--- src/rtl/regfile_write_arbiter.sv ---
// Write-port arbiter for the 32x32 register file.
// Two writeback requesters (ALU and memory load) share one write port.
// A clear sequencer writes CLEAR_VALUE to registers 1..2**ADDR_W-1.
// All register-file outputs are registered, giving one cycle of latency
// from a transfer to the write strobe.
module regfile_write_arbiter #(
    parameter int                ADDR_W      = 5,
    parameter int                DATA_W      = 32,
    parameter logic [DATA_W-1:0] CLEAR_VALUE = '0
) (
    input  logic              Clk,
    input  logic              Reset,
    input  logic              Req0_Valid,
    input  logic [ADDR_W-1:0] Req0_Addr,
    input  logic [DATA_W-1:0] Req0_Data,
    output logic              Req0_Ready,
    input  logic              Req1_Valid,
    input  logic [ADDR_W-1:0] Req1_Addr,
    input  logic [DATA_W-1:0] Req1_Data,
    output logic              Req1_Ready,
    input  logic              Clear_Start,
    output logic              Clear_Busy,
    output logic              Write_Reg,
    output logic [ADDR_W-1:0] W_Addr,
    output logic [DATA_W-1:0] W_Data
);

    typedef enum logic {
        IDLE  = 1'b0,
        CLEAR = 1'b1
    } state_t;

    state_t            state;
    state_t            next_state;
    logic [ADDR_W-1:0] count;
    logic [ADDR_W-1:0] next_count;
    logic              last_grant;
    logic              next_last_grant;
    logic              grant0;
    logic              grant1;
    logic              write_next;
    logic [ADDR_W-1:0] addr_next;
    logic [DATA_W-1:0] data_next;

    // Next-state, arbitration and write-port selection for the coming cycle.
    always_comb begin
        next_state      = state;
        next_count      = count;
        next_last_grant = last_grant;
        grant0          = 1'b0;
        grant1          = 1'b0;
        write_next      = 1'b0;
        addr_next       = W_Addr;
        data_next       = W_Data;

        case (state)
            IDLE: begin
                if (Clear_Start) begin
                    // A clear command takes priority; no requester is served.
                    next_state = CLEAR;
                    next_count = ADDR_W'(1);
                end else if (Req0_Valid && (!Req1_Valid || last_grant)) begin
                    // Requester 0 is granted when it is alone or when
                    // requester 1 held the last grant.
                    grant0          = 1'b1;
                    next_last_grant = 1'b0;
                    if (Req0_Addr != '0) begin
                        write_next = 1'b1;
                        addr_next  = Req0_Addr;
                        data_next  = Req0_Data;
                    end
                end else if (Req1_Valid) begin
                    grant1          = 1'b1;
                    next_last_grant = 1'b1;
                    if (Req1_Addr != '0) begin
                        write_next = 1'b1;
                        addr_next  = Req1_Addr;
                        data_next  = Req1_Data;
                    end
                end
            end
            CLEAR: begin
                write_next = 1'b1;
                addr_next  = count;
                data_next  = CLEAR_VALUE;
                if (count == '1) begin
                    // The last register is being written, so return to IDLE
                    // and do not wrap the counter.
                    next_state = IDLE;
                    next_count = '0;
                end else begin
                    next_count = count + ADDR_W'(1);
                end
            end
            default: begin
                next_state = IDLE;
                next_count = '0;
            end
        endcase
    end

    assign Req0_Ready = grant0;
    assign Req1_Ready = grant1;

    // State, counter, round-robin pointer and registered write port.
    always_ff @(posedge Clk or negedge Reset) begin
        if (!Reset) begin
            state      <= IDLE;
            count      <= '0;
            last_grant <= 1'b1;
            Clear_Busy <= 1'b0;
            Write_Reg  <= 1'b0;
            W_Addr     <= '0;
            W_Data     <= '0;
        end else begin
            state      <= next_state;
            count      <= next_count;
            last_grant <= next_last_grant;
            Clear_Busy <= (next_state == CLEAR);
            Write_Reg  <= write_next;
            W_Addr     <= addr_next;
            W_Data     <= data_next;
        end
    end

endmodule

--- config.mk ---
export PLATFORM = sky130hd
export DESIGN_NAME = regfile_write_arbiter
export DESIGN_NICKNAME = d
export VERILOG_FILES = /design/src/rtl/regfile_write_arbiter.sv
export SDC_FILE = /design/constraint.sdc
export NUM_CORES = 1
export LEC_CHECK = 0
export BUFFER_PORTS_ARGS = -buffer_cell sky130_fd_sc_hd__buf_4
export CAP_MARGIN = 10
export CORE_MARGIN = 1
export CORE_UTILIZATION = 50
export CTS_BUF_LIST = sky130_fd_sc_hd__clkbuf_2 sky130_fd_sc_hd__clkbuf_4 sky130_fd_sc_hd__clkbuf_8
export DETAILED_ROUTE_END_ITERATION = 10
export PLACE_DENSITY = 0.83
export SKIP_CTS_REPAIR_TIMING = 1
export SLEW_MARGIN = 30
export SYNTH_ARGS = -nofsm -noshare
export SYNTH_HDL_FRONTEND = slang
export SYNTH_SLANG_ARGS = --single-unit
--- constraint.sdc ---
create_clock -name Clk -period 2.7 [get_ports Clk]
set_clock_uncertainty 0.2 [all_clocks]
set_input_delay 0.54 -clock Clk [delete_from_list [all_inputs] [get_ports Clk]]
set_output_delay 0.54 -clock Clk [all_outputs]
set_load 0.1 [all_outputs]
==> results by group, run 1 <==
Run status
  • Status: finished, final reports clean

Final layout
  • Final #Nets: 463
  • Non-Filler Instances: 454
  • Area Growth Syn to Fin: 36.2%
  • Multi-input logic area: 1540 sq um
  • Register area: 1130 sq um
  • Layout Utilization: 70.7%
  • Fraction of final layout cells sized beyond drive strength 1: 49.0%
  • Layout filler cell count: 427
  • Antenna Cells: 0

Timing
  • Unrepaired setup endpoints after global routing: no
  • Setup ws final: 0.180 ns
  • Fmax: 0.397 GHz
  • Final Hold Fails: 0
  • Final worst path period share: 93.3%
  • Worst slew margin: 37.0%
  • Worst-Margin Slew: 0.943 ns
  • Pins Over Slew Limit: 0
  • # setup viols final: 0
  • Min Tclk post-route: 2.52 ns

Logic synthesis
  • Top cells by area, synth: dfrtp_1, a221oi_2, a311oi_1
  • Cells after Synth: 275
  • XOR/XNOR share of the synthesized area: 0%
  • Leading area contributor after synthesis: dfrtp_1
  • Asr flop ratio synth: 100%
  • Share of Yosys cell area claimed by the top area cell type: 38.3%
  • Synth Area in Compound Gates: 33.9%
  • Post-Synth Simple-Gate Area: 15.5%
  • Sequential area share after synthesis: 39.2%
  • Largest family of logic cells by synthesized area: compound AO/OA/AOI/OAI gates
  • Average size of a mapped cell: 10.5 sq um
  • Syn Nets: 357
  • Distinct cells, synth: 36
  • Synth Cell Area: 2880 sq um
  • Most frequent cell after synthesis: dfrtp_1
  • Commonest cells post-synth: dfrtp_1, nand2_1, nand3_1, a221oi_2, a311oi_1
  • Synthesized flop and latch total: 45
  • Post-Synth Adder-Cell Area: 1.30%
  • Post-synthesis mux area share: 1.74%
  • Synth warn: 0
  • EDFF count, synth: 0
  • Top_reg_cell synth: dfrtp_1

Setup path
  • Crit path capture type: primary output
  • Crit-path cells: nand2b_1, nand2_1, and3_2, buf_4
  • CP startpoint kind: register
  • Crit path max fanout: 5
  • CP startpoint: last_grant
  • Crit path kind: reg2out
  • Slowest stage delay, CP: 0.59 ns
  • Crit-path slowest cell: dfstp_2
  • Req. time, crit path: 1.96 ns
  • Arr. time, crit path: 1.78 ns
  • FF-to-FF Start: last_grant

Global route
  • First-pass GRT wire length: 14.0 mm
  • GRT overflow: 0
  • GRT Max-Usage Layer: met2
  • Met2 GRT Util: 49.9%
  • Pin count of the biggest net entering global routing: 49
  • Vias in the first global route: 2812
  • Met1 track demand over resource: 39.0%
  • Antenna violations before repair: 0
  • M3 GR Usage: 4.24%
  • Gr usage total: 29.3%

Place
  • Routability cong.: 0.821
  • Placed cell count: 446
  • Detailed placement HPWL: 6.00 mm
  • Buffers added on ports: 119
  • Pre-CTS setup slack: 0.0800 ns

Pwr
  • Pleak: 1.77 nW
  • VDD IR-drop max: 0.515 mV
  • P per Cell Area: 684 nW/um^2

Routing
  • DRT iter0 DRCs: 230
  • Routed wire per std cell: 19.1 um
  • Pre-antenna DRT Iters: 5
  • DRC Markers: 0
  • Routed wire length: 8.69 mm
  • Vias per cell: 6.37
  • Post-route ant nets: 0
  • Via count: 2892

Clock tree
  • CTS tree: yes
  • Worst-Skew Late Latency: 0.29 ns
  • Clk slew on worst S/H paths: 0.08 ns
  • Clk buf depth: 2
  • Clock root cell: clkbuf_8
  • Total CTS buffers: 5
  • H-tree Lvls: 2
  • Clock sinks: 45

Run
  • Max-Cap Viols: 0

Floorplan
  • Die height: 77.9 um
  • Die Wd: 77.9 um
  • Std cell rows: 27
  • Die area: 6060 sq um
  • Area of the core: 5540 sq um
  • Starting density of the core: 51.9%
  • IO Pins: 120

Hold path
  • Worst hold path class: in2async
metrics by stage:
stage / setup TNS, ns / hold WS [ns] / cell area [sq um] / total power (W)
floorplan: -0.109 / 0.0444 / 2890 / 0.00186
global placement: 0 / 0.285 / 3820 / 0.00220
detailed placement: 0 / 0.309 / 3820 / 0.00223
CTS: 0 / 0.0536 / 3920 / 0.00268
global route: 0 / 0.0870 / 3920 / 0.00280
finish: 0 / 0.0287 / 3920 / 0.00268
routing by layer:
| layer | part of all wire [%] | wire, um |
|---|---|---|
| met5 | 0 | 0 |
| met2 | 50 | 4370 |
| met3 | 9.0 | 784 |
| met1 | 40 | 3450 |
| met4 | 1.1 | 93 |
layout by cell type (no fill, tap or decap), types with 2 or more instances in the layout:
cell type and count:
nand2b_1 10, nand3_1 33, o311ai_1 5, nor2_1 3, a221oi_1 2, a311oi_1 28, clkbuf_8 7, a221oi_2 30
buf_4 133, a311oi_2 4, nand2_1 39, a21oi_1 2, ha_1 3, or4_1 2, dfrtp_1 43, or2_2 2
a221o_1 5, mux2i_1 5, o21ai_0 5, buf_12 3
final timing paths:
| path | endpoint | slack (ns) | depth (start not counted) |
|---|---|---|---|
| worst max-delay path | Req1_Ready | 0.18 | 4 |
| worst min-delay path | W_Data[24] | 0.03 | 1 |
| worst max register to register | W_Data[3] | 0.24 | 4 |
| worst min register to register | count[3] | 0.32 | 1 |
| max in group asynchronous | state | 1.84 | 1 |
| min in group Clk | W_Data[12] | 0.32 | 3 |
report_power, final:
part / switching (W) / leakage [nW] / total (W) / internal [W]
Combinational: 0.000902 / 1.12 / 0.00134 / 0.000439
Sequential: 0.000103 / 0.595 / 0.000890 / 0.000787
Clock: 0.000219 / 0.0542 / 0.000450 / 0.000231
Total: 0.00122 / 1.77 / 0.00268 / 0.00146
flip-flops by register name, indices dropped and copies added (netlist names):
name / flops
count: 5
W_Data: 32
last_grant: 1
state: 1
W_Addr: 5
Write_Reg: 1
kinds of logic after synthesis:
logic type / Yosys count
AND/OR/NAND/NOR: 94
adder cells (fa/ha/maj): 3
flip-flops: 45
multiplexers: 5
AO/OA/AOI/OAI: 90
buffers and inverters: 38
layout make-up:
class | instances | share of cell area (%)
flip-flops and latches | 45 | 28.8
multi-input cells | 192 | 39.2
well taps | 72 | 2.30
clock inverters | 1 | 0.128
clock buffers | 7 | 2.46
repair buffers | 136 | 27.0
inverters | 1 | 0.0958
worst max-delay path: cells and delay by family (launching register included):
kind	cells	cell delay (ns)
flops	1	0.59
simple gates	3	0.66
buf+inv	1	0.23
(Power assumes the default switching activity.)
==> run 2: changes to the inputs <==
ABC_AREA = 1   (was default)
==> results by group, run 2 <==
Clock tree
  • Clk slew on worst S/H paths: 0.08 ns
  • Total CTS buffers: 5
  • CTS tree: yes
  • Clock sinks: 45
  • Clock root cell: clkbuf_8
  • H-tree Lvls: 2
  • Clk buf depth: 2
  • Worst-Skew Late Latency: 0.29 ns

Routing
  • DRC Markers: 0
  • Routed wire per std cell: 14.2 um
  • Post-route ant nets: 0
  • Routed wl met3: 505 um
  • DRT iter0 DRCs: 221
  • Via count: 2936
  • Routed wire length: 7.70 mm
  • Metal2 WL: 3.96 mm
  • Pre-antenna DRT Iters: 4
  • Vias per cell: 5.42
  • Max Used Layer: met4
  • M1 WL: 3.17 mm

Logic synthesis
  • Synth Cell Area: 2810 sq um
  • Share of Yosys cell area claimed by the top area cell type: 39.2%
  • Distinct cells, synth: 29
  • Post-Synth Simple-Gate Area: 44.5%
  • Syn Nets: 449
  • Synth warn: 0
  • Asr flop ratio synth: 100%
  • EDFF count, synth: 0
  • Largest family of logic cells by synthesized area: simple AND/OR/NAND/NOR gates
  • Most frequent cell after synthesis: nand2_1
  • Post-Synth Adder-Cell Area: 1.34%
  • Cells after Synth: 367
  • Synth Area in Compound Gates: 5.04%
  • Synthesized flop and latch total: 45
  • Average size of a mapped cell: 7.65 sq um
  • Sequential area share after synthesis: 40.2%
  • XOR/XNOR share of the synthesized area: 0%
  • Leading area contributor after synthesis: dfrtp_1
  • Post-synthesis mux area share: 0%
  • Top cells by area, synth: dfrtp_1, nand2_1, nand3_1
  • Top_reg_cell synth: dfrtp_1
  • Commonest cells post-synth: nand2_1, nand3_1, dfrtp_1, nand3_2, nand4_1

Setup path
  • Crit path kind: reg2out
  • Req. time, crit path: 1.96 ns
  • Crit path capture type: primary output
  • Crit-path slowest cell: dfrtp_1
  • CP startpoint kind: register
  • Crit path max fanout: 14
  • Slowest stage delay, CP: 0.55 ns
  • Crit-path cells: nor2_1, inv_1, nor2_4, buf_4
  • Arr. time, crit path: 1.78 ns

Hold path
  • Worst hold path class: in2async

Place
  • Routability cong.: 0.799
  • Buffers added on ports: 119
  • Cell Area, Placed: 3670 sq um
  • Detailed placement HPWL: 5.62 mm

Floorplan
  • IO Pins: 120
  • Die height: 76.9 um
  • Die area: 5920 sq um
  • Std cell rows: 26
  • Area of the core: 5270 sq um
  • Die Wd: 76.9 um
  • Starting density of the core: 53.3%

Timing
  • Worst slew margin: 56.7%
  • Unrepaired setup endpoints after global routing: no
  • Setup tns final: 0 ns
  • # setup viols final: 0
  • Pins Over Slew Limit: 0
  • Worst-Margin Slew: 0.649 ns
  • Fmax: 0.397 GHz
  • Final Hold Fails: 0
  • Min Tclk post-route: 2.52 ns
  • Final worst path period share: 93.4%

Pwr
  • VDD IR-drop max: 0.590 mV
  • Pleak: 2.07 nW
  • PnR Total Power: 0.00295 W
  • P per Cell Area: 785 nW/um^2

Final layout
  • Most flop-heavy register: W_Data
  • Fraction of final layout cells sized beyond drive strength 1: 35.0%
  • Max reg flops: 32
  • Design area: 3760 sq um
  • Layout filler cell count: 478
  • Final #Nets: 553
  • Area Growth Syn to Fin: 34.0%
  • Top Registers: W_Data (32), W_Addr (5), count (5)
  • Leading cell types in the layout, fill and taps excluded: nand2_1, buf_4, nand3_1
  • Antenna Cells: 0

Global route
  • Gr usage total: 27.5%
  • First-pass GRT wire length: 13.1 mm
  • GRT overflow: 0
  • Pin count of the biggest net entering global routing: 46
  • Antenna violations before repair: 0
  • Vias in the first global route: 2851

Run
  • Max-Cap Viols: 0

Run status
  • Status: finished, final reports clean
-- run 2: changes by cell type after synthesis, sizes merged, moves of 5 or more --
cell | before | now
inv | 1 | 19
a221oi | 32 | 0
nand2 | 39 | 128
nand2b | 10 | 0
nand3 | 33 | 85
mux2i | 5 | 0
a221o | 5 | 0
a311oi | 32 | 0
a21oi | 3 | 17
nor2 | 3 | 10
nand4 | 0 | 21
clkbuf | 16 | 3
o311ai | 5 | 0
-- run 2: logic make-up (layout without fill, tap and decap cells) --
logic type	count (synthesis)	in the layout
buffers and inverters	47	152
adders and majority gates	3	3
AOI/OAI and AO/OA	26	26
DFF	45	45
and+or+nand+nor	246	246
-- run 2: final cells by class --
type | instances | area (sq um) | share of cell area (%)
clock buffer | 7 | 83.8 | 2.23
tap | 70 | 87.6 | 2.33
inverter | 19 | 71.3 | 1.90
clock inverter | 1 | 5.00 | 0.133
multi-input combinational | 275 | 1440 | 38.2
sequential | 45 | 1130 | 30.0
timing repair buffer | 125 | 951 | 25.3
-- run 2: final timing paths --
check	start	endpoint	slack, ns	depth (start not counted)
max in group asynchronous	Reset	W_Data[16]	1.87	1
worst min register to register	W_Data[25]	W_Data[25]	0.31	2
worst max-delay path	state	Req0_Ready	0.18	4
worst min-delay path	Reset	W_Data[7]	0.03	1
min in group Clk	W_Data[25]	W_Data[25]	0.31	2
worst max register to register	last_grant	W_Data[16]	0.53	8
-- run 2: power by group --
part	internal, W	switching, W
sequential	0.000813	0.000108
combinational	0.000403	0.00120
clock	0.000202	0.000224
-- run 2: metrics by stage --
stage | hold WS, ns | util (%) | cells | setup slack (ns)
global route | 0.0764 | 71.4 | 542 | 0.0372
CTS | 0.0551 | 71.4 | 542 | 0.161
finish | 0.0308 | 71.4 | 542 | 0.179
detailed placement | 0.293 | 69.7 | 534 | 0.402
floorplan | 0.0444 | - | 367 | 0.0400
global placement | 0.286 | 69.7 | 534 | 0.439
-- run 2: routing by layer --
metal	GRT usage [%]	up-vias
met5	0	-
met4	8.08	0
met3	5.71	6
met2	49.4	109
met1	32.8	1391
li1	-	1430
-- run 2: critical path: cells and delay by family (launching register included) --
| kind | cells | cell delay, ns |
|---|---|---|
| buffers and inverters | 2 | 0.47 |
| and+or+nand+nor | 2 | 0.46 |
| DFF | 1 | 0.55 |
